==> config.mk <==
export PLATFORM = sky130hd
export DESIGN_NAME = pc_vector_sequencer
export DESIGN_NICKNAME = d
export VERILOG_FILES = /design/src/rtl/pc_vector_sequencer.sv
export SDC_FILE = /design/constraint.sdc
export NUM_CORES = 1
export LEC_CHECK = 0
export ABC_AREA = 1
export ABC_CLOCK_PERIOD_IN_PS = 3000
export BUFFER_PORTS_ARGS = -buffer_cell sky130_fd_sc_hd__buf_4
export CELL_PAD_IN_SITES_DETAIL_PLACEMENT = 1
export CELL_PAD_IN_SITES_GLOBAL_PLACEMENT = 1
export CORE_ASPECT_RATIO = 2
export CORE_UTILIZATION = 33
export CTS_CLUSTER_DIAMETER = 50
export DETAILED_ROUTE_END_ITERATION = 16
export PLACE_DENSITY_LB_ADDON = 0.05
export SYNTH_ARGS = -nofsm -noshare
export SYNTH_HDL_FRONTEND = slang
export SYNTH_SLANG_ARGS = --single-unit
==> constraint.sdc <==
create_clock -name clk -period 3 [get_ports clk]
set_input_delay 0.3 -clock clk [delete_from_list [all_inputs] [get_ports clk]]
set_output_delay 0.3 -clock clk [all_outputs]
set_load 0.02 [all_outputs]
==> src/rtl/pc_vector_sequencer.sv <==
// Control FSM that steers the PC unit through reset-vector and interrupt-vector loads,
// owning the data-memory port while a vector fetch or return-address push is in progress.
module pc_vector_sequencer #(
  parameter logic [7:0] VEC_RST = 8'h00,
  parameter logic [7:0] VEC_INT = 8'h01,
  parameter int         RD_LAT  = 1
) (
  input  logic       clk,
  input  logic       rst_n,
  input  logic       rst_req,
  input  logic       intr_req,
  input  logic       pipe_empty,
  input  logic       rti_done,
  input  logic [7:0] pc_cur,
  input  logic [7:0] sp_in,
  output logic       mem_sel,
  output logic [7:0] mem_addr,
  output logic       mem_rd,
  output logic       mem_wr,
  output logic [7:0] mem_wdata,
  output logic       sp_dec,
  output logic       pc_rst_load,
  output logic       pc_intr_load,
  output logic       fetch_stall,
  output logic       flush,
  output logic       in_isr,
  output logic       busy
);

  localparam logic [3:0] S_BOOT      = 4'd0;
  localparam logic [3:0] S_IDLE      = 4'd1;
  localparam logic [3:0] S_RST_RD    = 4'd2;
  localparam logic [3:0] S_RST_WAIT  = 4'd3;
  localparam logic [3:0] S_RST_LD    = 4'd4;
  localparam logic [3:0] S_INT_DRAIN = 4'd5;
  localparam logic [3:0] S_INT_PUSH  = 4'd6;
  localparam logic [3:0] S_INT_RD    = 4'd7;
  localparam logic [3:0] S_INT_WAIT  = 4'd8;
  localparam logic [3:0] S_INT_LD    = 4'd9;

  // Wait countdown start; only meaningful when RD_LAT > 1.
  localparam logic [1:0] WAIT_INIT = 2'(RD_LAT - 2);

  logic [3:0] state_q, state_d;
  logic [1:0] cnt_q, cnt_d;
  logic       pending_q, pending_d;
  logic       in_isr_q, in_isr_d;
  logic       intr_prev_q;
  logic       intr_edge;

  logic       mem_sel_q, mem_sel_d;
  logic [7:0] addr_q, addr_d;
  logic       mem_rd_q, mem_rd_d;
  logic       mem_wr_q, mem_wr_d;
  logic       sp_dec_q, sp_dec_d;
  logic       pc_rst_load_q, pc_rst_load_d;
  logic       pc_intr_load_q, pc_intr_load_d;
  logic       fetch_stall_q, fetch_stall_d;
  logic       flush_q, flush_d;
  logic       busy_q, busy_d;

  // Interrupt latch and in-service flag; a completed load sequence clears/sets them.
  always_comb begin
    intr_edge = intr_req & ~intr_prev_q;
    if (rst_req || state_q == S_RST_LD || state_q == S_INT_LD) begin
      pending_d = 1'b0;
    end else begin
      pending_d = pending_q | intr_edge;
    end
    if (rst_req || state_q == S_RST_LD) begin
      in_isr_d = 1'b0;
    end else if (state_q == S_INT_LD) begin
      in_isr_d = 1'b1;
    end else if (rti_done) begin
      in_isr_d = 1'b0;
    end else begin
      in_isr_d = in_isr_q;
    end
  end

  // Next-state logic; IDLE looks at the next in_isr so service starts right after rti_done.
  always_comb begin
    state_d = state_q;
    cnt_d   = cnt_q;
    if (rst_req) begin
      state_d = S_RST_RD;
      cnt_d   = 2'd0;
    end else begin
      case (state_q)
        S_BOOT: state_d = S_RST_RD;
        S_IDLE: begin
          if (pending_q && !in_isr_d) state_d = S_INT_DRAIN;
          else                        state_d = S_IDLE;
        end
        S_RST_RD, S_INT_RD: begin
          if (RD_LAT == 1) begin
            state_d = (state_q == S_RST_RD) ? S_RST_LD : S_INT_LD;
          end else begin
            state_d = (state_q == S_RST_RD) ? S_RST_WAIT : S_INT_WAIT;
            cnt_d   = WAIT_INIT;
          end
        end
        S_RST_WAIT, S_INT_WAIT: begin
          if (cnt_q == 2'd0) state_d = (state_q == S_RST_WAIT) ? S_RST_LD : S_INT_LD;
          else               cnt_d   = cnt_q - 2'd1;
        end
        S_RST_LD, S_INT_LD: state_d = S_IDLE;
        S_INT_DRAIN: begin
          if (pipe_empty) state_d = S_INT_PUSH;
          else            state_d = S_INT_DRAIN;
        end
        S_INT_PUSH: state_d = S_INT_RD;
        default:    state_d = S_RST_RD;
      endcase
    end
  end

  // Output decode from the next state so every strobe is a flop aligned with state_q.
  always_comb begin
    busy_d         = (state_d != S_IDLE) && (state_d != S_BOOT);
    fetch_stall_d  = busy_d;
    mem_rd_d       = (state_d == S_RST_RD) || (state_d == S_INT_RD);
    flush_d        = mem_rd_d;
    mem_wr_d       = (state_d == S_INT_PUSH);
    sp_dec_d       = (state_d == S_INT_PUSH);
    pc_rst_load_d  = (state_d == S_RST_LD);
    pc_intr_load_d = (state_d == S_INT_LD);
    case (state_d)
      S_RST_RD, S_RST_WAIT, S_RST_LD: begin
        mem_sel_d = 1'b1;
        addr_d    = VEC_RST;
      end
      S_INT_RD, S_INT_WAIT, S_INT_LD: begin
        mem_sel_d = 1'b1;
        addr_d    = VEC_INT;
      end
      S_INT_PUSH: begin
        mem_sel_d = 1'b1;
        addr_d    = 8'h00;
      end
      default: begin
        mem_sel_d = 1'b0;
        addr_d    = 8'h00;
      end
    endcase
  end

  // State, latch and output registers.
  always_ff @(posedge clk or negedge rst_n) begin
    if (!rst_n) begin
      state_q        <= S_BOOT;
      cnt_q          <= 2'd0;
      pending_q      <= 1'b0;
      in_isr_q       <= 1'b0;
      intr_prev_q    <= 1'b0;
      mem_sel_q      <= 1'b0;
      addr_q         <= 8'h00;
      mem_rd_q       <= 1'b0;
      mem_wr_q       <= 1'b0;
      sp_dec_q       <= 1'b0;
      pc_rst_load_q  <= 1'b0;
      pc_intr_load_q <= 1'b0;
      fetch_stall_q  <= 1'b0;
      flush_q        <= 1'b0;
      busy_q         <= 1'b0;
    end else begin
      state_q        <= state_d;
      cnt_q          <= cnt_d;
      pending_q      <= pending_d;
      in_isr_q       <= in_isr_d;
      intr_prev_q    <= intr_req;
      mem_sel_q      <= mem_sel_d;
      addr_q         <= addr_d;
      mem_rd_q       <= mem_rd_d;
      mem_wr_q       <= mem_wr_d;
      sp_dec_q       <= sp_dec_d;
      pc_rst_load_q  <= pc_rst_load_d;
      pc_intr_load_q <= pc_intr_load_d;
      fetch_stall_q  <= fetch_stall_d;
      flush_q        <= flush_d;
      busy_q         <= busy_d;
    end
  end

  // The push cycle forwards the live stack pointer and return PC.
  assign mem_addr     = mem_wr_q ? sp_in  : addr_q;
  assign mem_wdata    = mem_wr_q ? pc_cur : 8'h00;
  assign mem_sel      = mem_sel_q;
  assign mem_rd       = mem_rd_q;
  assign mem_wr       = mem_wr_q;
  assign sp_dec       = sp_dec_q;
  assign pc_rst_load  = pc_rst_load_q;
  assign pc_intr_load = pc_intr_load_q;
  assign fetch_stall  = fetch_stall_q;
  assign flush        = flush_q;
  assign in_isr       = in_isr_q;
  assign busy         = busy_q;

endmodule
Yosys cells after proc, flatten, opt, wreduce, memory -nomap -nowiden
Cells that the tools add are included.
W data, S select, Z words.
- flip-flop bits (word level): 23
- input port bits: 22
- output and inout bits: 26
- logic and storage cells: 67
- add/subtract/negate cells: 1
- eq/ne operators: 18
- multiplexer cells: 18
- bitwise gates (word level): 3
- reduce and logical (&&, ||, !) cells: 15
- operators with widths (operator ; number):
    $eq A4 B3 Y1 const B ; 7
    $pmux W4 S6 ; 1
    $eq A4 B2 Y1 const B ; 4
    $eq A4 B4 Y1 const B ; 4
    $mux W4 ; 4
    $mux W8 ; 2
    $mux W2 ; 4
    $reduce_or A7 Y1 ; 1
    $mux W1 ; 6
    $reduce_or A2 Y1 ; 3
    $eq A4 B1 Y1 const B ; 1
    $ne A4 B1 Y1 const B ; 1
    $reduce_bool A4 Y1 ; 1
    $logic_or A1 B1 Y1 ; 3
    $mux W3 ; 1
    $reduce_or A3 Y1 ; 1
    $logic_and A1 B1 Y1 ; 2
    $logic_not A2 Y1 ; 1
    $ne A2 B2 Y1 const B ; 1
    $reduce_and A2 Y1 ; 1
    $reduce_bool A2 Y1 ; 1
    $sub A2 B1 Y2 const B ; 1
    $and A1 B1 Y1 ; 1
    $logic_not A1 Y1 ; 1
    2 further kinds ; 2

Depth between registers and ports, before layout
- depth after elaboration: 11
- gate-level depth with buffers: 9
- depth with buffers taken out: 9

Worst setup path after synthesis
No wires, ideal clock.
- path kind: register to output
- start: register sp_dec (netlist name)
- end: output mem_addr[4]
- data arrival time: 1.185 ns
- required time: 2.700 ns
- path slack: 1.515 ns
- stages on the path, launching flop included: 5
- path buffers: 2
- cells stage by stage: dfrtp_1 -> clkbuf_1 -> clkbuf_1 -> nand2_1 -> inv_1
- RTL lines (element ; line ; source):
    to (decl) ; 17 ; output logic [7:0] mem_addr,

==> results.md <==
* Hold violation count in the final report at 0
* Final estimated routing congestion in global placement at 0.762
* Diode count at 0
* Final design area excluding fillers at 0.00140 mm^2
* Flop and latch count out of synthesis at 16
* Initial core utilization at 35.3%
* Worst slew margin at 66.9%
* Finished Layout Cells at 212
* Cell total after placement at 207
* Worst Path Required at 2700 ps
* Syn. warnings at 0
* Via Count at 970
* CTS tree: yes
* Measured slew at the worst slew-check pin at 496 ps
* Startpoint class of the critical path: flop
* Maximum number of pins on one net before global-route repair at 19
* DRC errors left at 0
* HPWL after DPL at 2300 um
* RSZ-0062 raised after global routing: false
* Residual overflow from global routing at 0
* Antenna violations before repair at 0
* Max Transition Viols Final at 0
* Hold Worst Slack at 172 ps
* Mapped Avg Cell Area at 7.22 um^2
* Drt first pass iters at 4
* Number of placed I/O pins at 48
* Final wirelength at 2630 um
* Post-layout worst setup margin at 1260 ps
* Layout Nets at 207
* Number of unique standard cell types used by synthesis at 24
* Top fanout value on the critical path at 18
* Cell types with the largest area share after synthesis: dfrtp_1 (40%), nand2_1 (14%), inv_1 (11%)
* Global-route wire length before repair at 3900 um
* Most common library cell in the layout ignoring fill and taps: buf_4
* IO Port Bufs at 47
* Max-cap violations at 0
* Final core area utilization at 50.0%
* Cell area after synthesis at 990 um^2
* First-iteration detailed-routing DRC count at 14
* Detailed-route vias per instance at 4.58
* Dominant cell type by area after synthesis: dfrtp_1
* Antenna violation net count after detailed routing at 0
* Setup TNS at 0 ps
* Core Rows at 27
* # resized after CTS at 0
* Post-CTS Repair Setup Buffers at 0
* Filler instances at 376
* Cell at the slowest stage of the critical path: dfrtp_1
* Setup CP Type: reg2out
* Chip Width at 40.7 um
* Final Setup Violations at 0
* Final routed wire length divided by cell count at 12.4 um
* Syn Nets at 160
* Fraction of final layout cells with drive strength greater than 1 at 38.8%
* Clk Tree Root Cell: clkbuf_8
* Clock-pin slew reported for the worst setup and hold paths after clock tree synthesis at 60 ps
* Area growth from synthesis to final layout at 41.7%
* TritonCTS sink count at 16
* Category of the worst setup path capture point: output pin
* Die boundary height at 79.4 um
* Reg2reg start: state_q[1]$_DFF_PN0_
* H-tree Lvls at 1
* Final period util at 57.9%
* Total global-route track usage at 17.9%
* Maximum vdd ir drop at 0.589 mV
* Clk_skew at 5.16 ps
* Clock latency on the worst-skew pair at 250 ps
* Post-Place Cell Area at 0.00134 mm^2
* Most frequent cells in the layout: buf_4 (47), nand2_1 (37), inv_1 (30)
* Final Critical Period at 1740 ps
* Class of the tightest hold or removal check: in2reg
* Crit path largest cell delay at 650 ps
* Achievable Freq at 575 MHz
* Area share of the largest cell type after synthesis at 40.5%
* Ordered list of cells on the worst path: mux2_2, buf_4
* Hold wc startpoint: intr_req
* Standard cell core area at 0.00280 mm^2
* Worst slack at placement at 1500 ps
* Pwr Total at 1.26 mW
* Die area at 0.00324 mm^2
* Number of buffers added by the clock tree synthesis step at 3
* Run status: finished clean
* Critical path arrival at 1440 ps
* Via count of the first global-routing pass at 968
* Static Leakage at 0.908 nW
* Syn Inst Count at 137
* Clock Tree Buf Depth at 2
* Power per cell area at 895 mW/mm^2
* Post-synthesis sequential area ratio at 40.5%
* Setup crit start: sp_dec$_DFF_PN0_
-- state kept, by name (all words and copies together) (netlist names) --
| register | cells |
|---|---|
| intr_prev_q | 1 |
| busy | 1 |
| sp_dec | 1 |
| in_isr | 1 |
| cnt_q | 2 |
| addr_q | 1 |
| flush | 1 |
| state_q | 4 |
| pc_rst_load | 1 |
| pending_q | 1 |
| pc_intr_load | 1 |
| mem_sel | 1 |
-- where the power goes --
part | internal (mW) | switching, mW | leakage, nW
combinational | 0.274 | 0.444 | 0.679
sequential | 0.274 | 0.0769 | 0.199
clock | 0.116 | 0.0703 | 0.0288
total | 0.665 | 0.591 | 0.908
-- cell families (layout without fill, tap and decap cells) --
| logic type | Yosys count | after routing | synth area share (%) |
|---|---|---|---|
| AOI/OAI and AO/OA | 7 | 7 | 3.92 |
| adders and majority gates | 1 | 1 | 1.26 |
| buffers and inverters | 40 | 86 | 17.1 |
| DFF | 16 | 16 | 40.5 |
| muxes | 1 | 1 | 1.14 |
| and+or+nand+nor | 72 | 72 | 36.2 |
-- cells in the mapped netlist (all sizes together) --
cell type / count
o31ai: 1
ha: 1
nand3b: 1
dfrtp: 16
nand2: 42
buf: 4
nand3: 11
nor3: 1
clkbuf: 2
and3: 1
nor2: 14
a31oi: 1
o21ai: 1
mux2: 1
nand4: 2
a21oi: 4
inv: 34
-- layout make-up --
cell class                      count  area (um^2)  area share [%]
Timing Repair Buffer               48          363            25.9
Tap cell                           29         36.3            2.59
Sequential cell                    16          400            28.5
Inverter                           34          128            9.10
Multi-Input combinational cell     81          420            30.0
Clock buffer                        4         55.1            3.93
-- what timing repair did --
item / CTS / global route
hold buffers: 1 / 0
setup endpoints to repair: 0 / 0
hold endpoints to repair: 16 / 0
-- final timing paths --
check / cells after the start / to / slack, ps
worst max-delay path: 2 / mem_addr[0] / 1260
worst min-delay path: 1 / intr_prev_q$_DFF_PN0_ / 170
worst max register to register: 8 / sp_dec$_DFF_PN0_ / 1490
worst min register to register: 2 / cnt_q[1]$_DFFE_PN0P_ / 500
max in group asynchronous: 2 / cnt_q[1]$_DFFE_PN0P_ / 2370
min in group asynchronous: 2 / intr_prev_q$_DFF_PN0_ / 440
-- critical path, delay by kind of cell (launching register included) --
kind	cells	cell delay, ps
multiplexers	1	390
buffers and inverters	1	160
flip-flops	1	650
-- per-layer routing --
metal	GRT usage, %	routed length [um]
met5	0	0
met4	9.00	66
met3	1.95	131
met2	34.8	1550
met1	15.2	879
(Power assumes the default switching activity.)
